==> src/rtl/cache_stall_arb.sv <==
// ---------------------------------------------------------------------------
// cache_stall_arb
//   Arbitrates cache access among NPORT CPU-side requesters and tracks cache
//   busy. Forced ports win outright, normal requests are served round-robin,
//   a stalled request escapes after STALL_MAX cycles (timeout), and a port
//   may withdraw its request while stalled.
//
// Parameters
//   NPORT           number of requesting ports (>= 2)
//   STALL_MAX       max consecutive STALL cycles before forced enable; 0 = off
//
// Ports
//   clk             clock, all state changes on rising edge
//   rst_n           asynchronous active-low reset
//   i_cpu_req       per-port request, held until granted with enable
//   i_cpu_force     per-port force, takes the cache regardless of busy
//   i_cache_busy_n  cache ready (1) / busy (0)
//   o_cache_enable  registered cache access strobe for the granted port
//   o_grant         registered one-hot owner, zero when idle
//   o_grant_idx     binary index of o_grant, zero when o_grant is zero
//   o_stall_timeout registered pulse in the OWN cycle entered by timeout
// ---------------------------------------------------------------------------
module cache_stall_arb #(
    parameter int NPORT     = 2,
    parameter int STALL_MAX = 8
) (
    input  logic                     clk,
    input  logic                     rst_n,
    input  logic [NPORT-1:0]         i_cpu_req,
    input  logic [NPORT-1:0]         i_cpu_force,
    input  logic                     i_cache_busy_n,
    output logic                     o_cache_enable,
    output logic [NPORT-1:0]         o_grant,
    output logic [$clog2(NPORT)-1:0] o_grant_idx,
    output logic                     o_stall_timeout
);

    localparam int IDX_W      = $clog2(NPORT);
    localparam int CNT_W      = $clog2(STALL_MAX) + 1;
    localparam int CNT_LAST_I = (STALL_MAX > 0) ? STALL_MAX - 1 : 0;
    localparam logic [CNT_W-1:0] CNT_LAST = CNT_W'(CNT_LAST_I);

    typedef enum logic [1:0] {
        S_IDLE,
        S_STALL,
        S_OWN
    } state_t;

    state_t             r_state;
    logic [NPORT-1:0]   r_grant;
    logic [IDX_W-1:0]   r_grant_idx;
    logic               r_cache_enable;
    logic               r_stall_timeout;
    logic [IDX_W-1:0]   r_rr_ptr;
    logic [CNT_W-1:0]   r_stall_cnt;

    logic               w_any_force;
    logic [IDX_W-1:0]   w_force_idx;
    logic               w_any_req;
    logic [IDX_W-1:0]   w_rr_idx;
    logic [IDX_W-1:0]   w_ptr;
    logic [IDX_W-1:0]   w_cand;
    logic               w_req_held;

    state_t             w_arb_state;
    logic [IDX_W-1:0]   w_arb_idx;
    logic [NPORT-1:0]   w_arb_grant;
    logic               w_arb_en;

    // Lowest-index forced port.
    always_comb begin
        w_any_force = 1'b0;
        w_force_idx = '0;
        for (int unsigned i = 0; i < NPORT; i++) begin
            if (i_cpu_force[i] && !w_any_force) begin
                w_any_force = 1'b1;
                w_force_idx = IDX_W'(i);
            end
        end
    end

    // While in OWN the pointer update to grant_idx lands at this same edge,
    // so the search starts from the current owner rather than the stale
    // stored pointer; this is what lets back-to-back grants alternate.
    assign w_ptr = (r_state == S_OWN) ? r_grant_idx : r_rr_ptr;

    // First requesting port strictly after w_ptr, wrapping.
    always_comb begin
        w_any_req = 1'b0;
        w_rr_idx  = '0;
        w_cand    = '0;
        for (int unsigned k = 1; k <= NPORT; k++) begin
            w_cand = IDX_W'((32'(w_ptr) + k) % NPORT);
            if (i_cpu_req[w_cand] && !w_any_req) begin
                w_any_req = 1'b1;
                w_rr_idx  = w_cand;
            end
        end
    end

    // Arbitration result used from IDLE, OWN, preemption and withdrawal.
    always_comb begin
        w_arb_state = S_IDLE;
        w_arb_idx   = '0;
        w_arb_en    = 1'b0;
        if (w_any_force) begin
            w_arb_state = S_OWN;
            w_arb_idx   = w_force_idx;
            w_arb_en    = 1'b1;
        end else if (w_any_req) begin
            w_arb_idx   = w_rr_idx;
            w_arb_en    = i_cache_busy_n;
            w_arb_state = i_cache_busy_n ? S_OWN : S_STALL;
        end
        w_arb_grant = (w_arb_state == S_IDLE) ? '0 : (NPORT'(1) << w_arb_idx);
    end

    assign w_req_held = i_cpu_req[r_grant_idx];

    always_ff @(posedge clk or negedge rst_n) begin
        if (!rst_n) begin
            r_state         <= S_IDLE;
            r_grant         <= '0;
            r_grant_idx     <= '0;
            r_cache_enable  <= 1'b0;
            r_stall_timeout <= 1'b0;
            r_rr_ptr        <= IDX_W'(NPORT - 1);
            r_stall_cnt     <= '0;
        end else begin
            r_stall_timeout <= 1'b0;
            if (r_state == S_OWN) begin
                r_rr_ptr <= r_grant_idx;
            end
            // STALL folds force preemption and withdrawal into the same
            // arbitration path as IDLE/OWN; the stored pointer is untouched
            // there, so a preempted port stays next-in-line.
            if (r_state != S_STALL || w_any_force || !w_req_held) begin
                r_state        <= w_arb_state;
                r_grant        <= w_arb_grant;
                r_grant_idx    <= w_arb_idx;
                r_cache_enable <= w_arb_en;
                r_stall_cnt    <= '0;
            end else if (i_cache_busy_n) begin
                r_state        <= S_OWN;
                r_cache_enable <= 1'b1;
            end else if (STALL_MAX != 0 && r_stall_cnt == CNT_LAST) begin
                r_state         <= S_OWN;
                r_cache_enable  <= 1'b1;
                r_stall_timeout <= 1'b1;
            end else if (r_stall_cnt != '1) begin
                r_stall_cnt <= r_stall_cnt + CNT_W'(1);
            end
        end
    end

    assign o_cache_enable  = r_cache_enable;
    assign o_grant         = r_grant;
    assign o_grant_idx     = r_grant_idx;
    assign o_stall_timeout = r_stall_timeout;

endmodule

==> config.mk <==
export PLATFORM = sky130hd
export DESIGN_NAME = cache_stall_arb
export DESIGN_NICKNAME = d
export VERILOG_FILES = /design/src/rtl/cache_stall_arb.sv
export SDC_FILE = /design/constraint.sdc
export NUM_CORES = 1
export LEC_CHECK = 0
export CORE_MARGIN = 8
export CORE_UTILIZATION = 30
export DETAILED_ROUTE_END_ITERATION = 7
export HOLD_SLACK_MARGIN = 0.02
export MAX_ROUTING_LAYER = met4
export PLACE_DENSITY = 0.52
export SYNTH_ARGS = -nofsm -noshare
export SYNTH_HDL_FRONTEND = slang
export SYNTH_SLANG_ARGS = --single-unit
==> constraint.sdc <==
create_clock -name clk -period 2.7 [get_ports clk]
set_input_delay 0.405 -clock clk [delete_from_list [all_inputs] [get_ports clk]]
set_output_delay 0.405 -clock clk [all_outputs]
set_load 0.1 [all_outputs]
==> metrics.yaml <==
postLayoutSetupSlackWorst_ns: 1.293
netlist_area_um2: 540.5
synth_top_area_frac: 0.4630
worstMarginPinSlew_ns: 0.4816
fin_tns_setup_ns: 0
wirelength_um: 965
diodes: 0
clock_sinks: 11
clock_latency_ns: 0.26
synth-compound-area-share: 0.09722
crit_end: "o_cache_enable"
min_period_ns: 1.407
drt.antenna.violating_nets: 0
area_delta_synth_final_pct: 28.70
setup_viol: 0
synth_edf_count: 0
yosys.area_share.xor_xnor: 0.03241
nFillCells: 170
holdCritPathClass: "in2async"
finalCritPeriodShare: 0.5210
slew_viol_final: 0
drc: 0
syn_area_per_cell_um2: 10.81
crit_fanout: 10
vdd_ir_drop_max_v: 0.0004107
dieArea_um2: 3416
dp_hpwl_um: 782.4
vias: 372
die_h_um: 58.45
cts_tree: "done"
worstPathArrival_ns: 1.61
grt_pass1_wl_um: 1683
synth-warning-count: 0
maxSlewHeadroom: 0.6779
cap_violations: 0
vias_per_cell: 4.133
status: "finished, final reports clean"
grt_antenna_before_repair: 0
fin_cells: 90
synthArstFlopShare: 1.000
design_power_total_mw: 0.3631
grt_max_degree: 12
synth.top_cells.by_count: "10 x dfrtp_1, 9 x nor2_1, 4 x mux2i_1"
rrSetupSlack_ns: 1.39
grt_pass1_vias: 392
finalClockSkew_ns: 0.001934
power.density_nw_per_um2: 521.9
htree_levels: 1
cts_resized: 0
syn-num-nets: 58
initial_utilization: 0.3165
yosysUniqueCellTypes: 23
reg2reg_from: "o_cache_enable"
post-cts-setup-buffers: 0
initialDrtViolationCount: 1
synth-adder-area-share: 0.02315
clkTransAtPathRegs_ns: 0.06
clock_path_buffers: 2
synth_top_family_by_area: "simple AND/OR/NAND/NOR gates"
routedWlPerCell_um: 10.72
clock-root-buffer: "clkbuf_4"
yosysSeqAreaShare: 0.5116
r2r-end: "o_cache_enable"
io_buffers: 11
cp.required_ns: 2.90
p_leak_nw: 0.3193
synth_most_common_cell: "dfrtp_1"
grtUsageTotal: 0.06731
nNetsFinal: 74
place_area_um2: 669.4
fmax_mhz: 710.9
reg2regPathDepth: 4
gp_congestion: 0.7499
cp-start-kind: "input port"
synthMuxAreaShare: 0.1019
drt_pre_antenna_iters: 2
ctsHoldBuffers: 0
coreArea_um2: 1708
hold_violations: 0
cp-end-kind: "register"
startpoint: "i_cpu_req[0]"
overflow: 0
design_area_um2: 695.7
placed_cells: 86
synthFlopType: "dfrtp_1"
io_pins: 12
chipWidth_um: 58.45
path_class: "in2reg"
rows: 15
rsz0062_at_grt: "false"
dp_slack_ns: 1.019
synthSimpleGateAreaFrac: 0.2130
synth-seq-cells: 11
synthCells: 50
synth_top_cell_by_area: "dfrtp_1"
numCtsBuffers: 3
drive_gt1_frac: 0.1846
synth_area_leaders: "dfrtp_1 46%, mux2i_1 7.4%, nor2_1 6.3%"
==> logic make-up (layout without fill, tap and decap cells) <==
kind of cell,Yosys count,count (layout)
mux,5,5
compound gates,8,8
simple gates,20,20
buf+inv,3,18
flops,11,11
fa+ha+maj,1,1
xor+xnor,2,2
==> critical path, stage by stage <==
cell and delay (ns):
clkdlybuf4s50_1 0.44, mux2_4 0.29, nand3_4 0.15, mux2i_1 0.19, o21a_1 0.12
==> worst min-delay path by stage <==
stage | startpoint | end | slack (ns)
after global routing | rst_n | r_stall_cnt[0] | 0.51
after floorplan | rst_n | o_cache_enable | 0.11
after global placement | r_stall_cnt[3] | r_stall_cnt[3] | 0.52
after detailed placement | o_grant[0] | o_grant[0] | 0.52
after CTS | rst_n | r_stall_cnt[0] | 0.48
final | rst_n | r_stall_cnt[3] | 0.47
==> cells in the final DEF, fill, tap and decap left out, types with 2 or more instances in the layout <==
cell type / count
a21oi_1: 3
clkdlybuf4s50_1: 6
buf_4: 5
nand2b_1: 2
inv_1: 3
dfrtp_1: 10
nor2_1: 9
nor2b_1: 2
clkbuf_4: 3
mux2i_1: 4
nor3_1: 2
==> routing by layer <==
metal	part of all wire	vias to the layer above	global-route usage	wire (um)
met3	0.040	0	0.03913	39
met5	0	-	-	0
met2	0.44	5	0.09134	425
li1	-	201	-	-
met4	0	0	0.02098	0
met1	0.52	166	0.08122	501
==> state kept, by name, indices dropped and copies added, names as in the netlist <==
register and flops:
o_cache_enable 1, o_grant 2, r_rr_ptr 1, r_state 1, o_grant_idx 1, r_stall_cnt 4
o_stall_timeout 1
==> through the flow <==
step | utilization | hold WS [ns]
after global routing | 0.4073 | 0.5052
after floorplan | - | 0.1094
after global placement | 0.3919 | 0.5231
after CTS | 0.4073 | 0.4763
after detailed placement | 0.3919 | 0.5171
final | 0.4073 | 0.4706
==> power breakdown <==
| group | leakage (nW) | switching [mW] | total [mW] | internal [mW] |
|---|---|---|---|---|
| logic | 0.165 | 0.0546 | 0.0796 | 0.0250 |
| clock network | 0.0150 | 0.0492 | 0.106 | 0.0571 |
| registers | 0.140 | 0.00411 | 0.177 | 0.173 |
| total | 0.319 | 0.108 | 0.363 | 0.255 |
==> cell type report <==
| class | instances | area [um2] | share of cell area |
|---|---|---|---|
| clock buffer | 4 | 26.28 | 0.03777 |
| sequential | 11 | 276.5 | 0.3975 |
| timing repair buffer | 11 | 97.59 | 0.1403 |
| inverter | 3 | 11.26 | 0.01619 |
| multi-input combinational | 36 | 252.7 | 0.3633 |
| tap | 25 | 31.28 | 0.04496 |
Power figures use the tool's default switching activity.
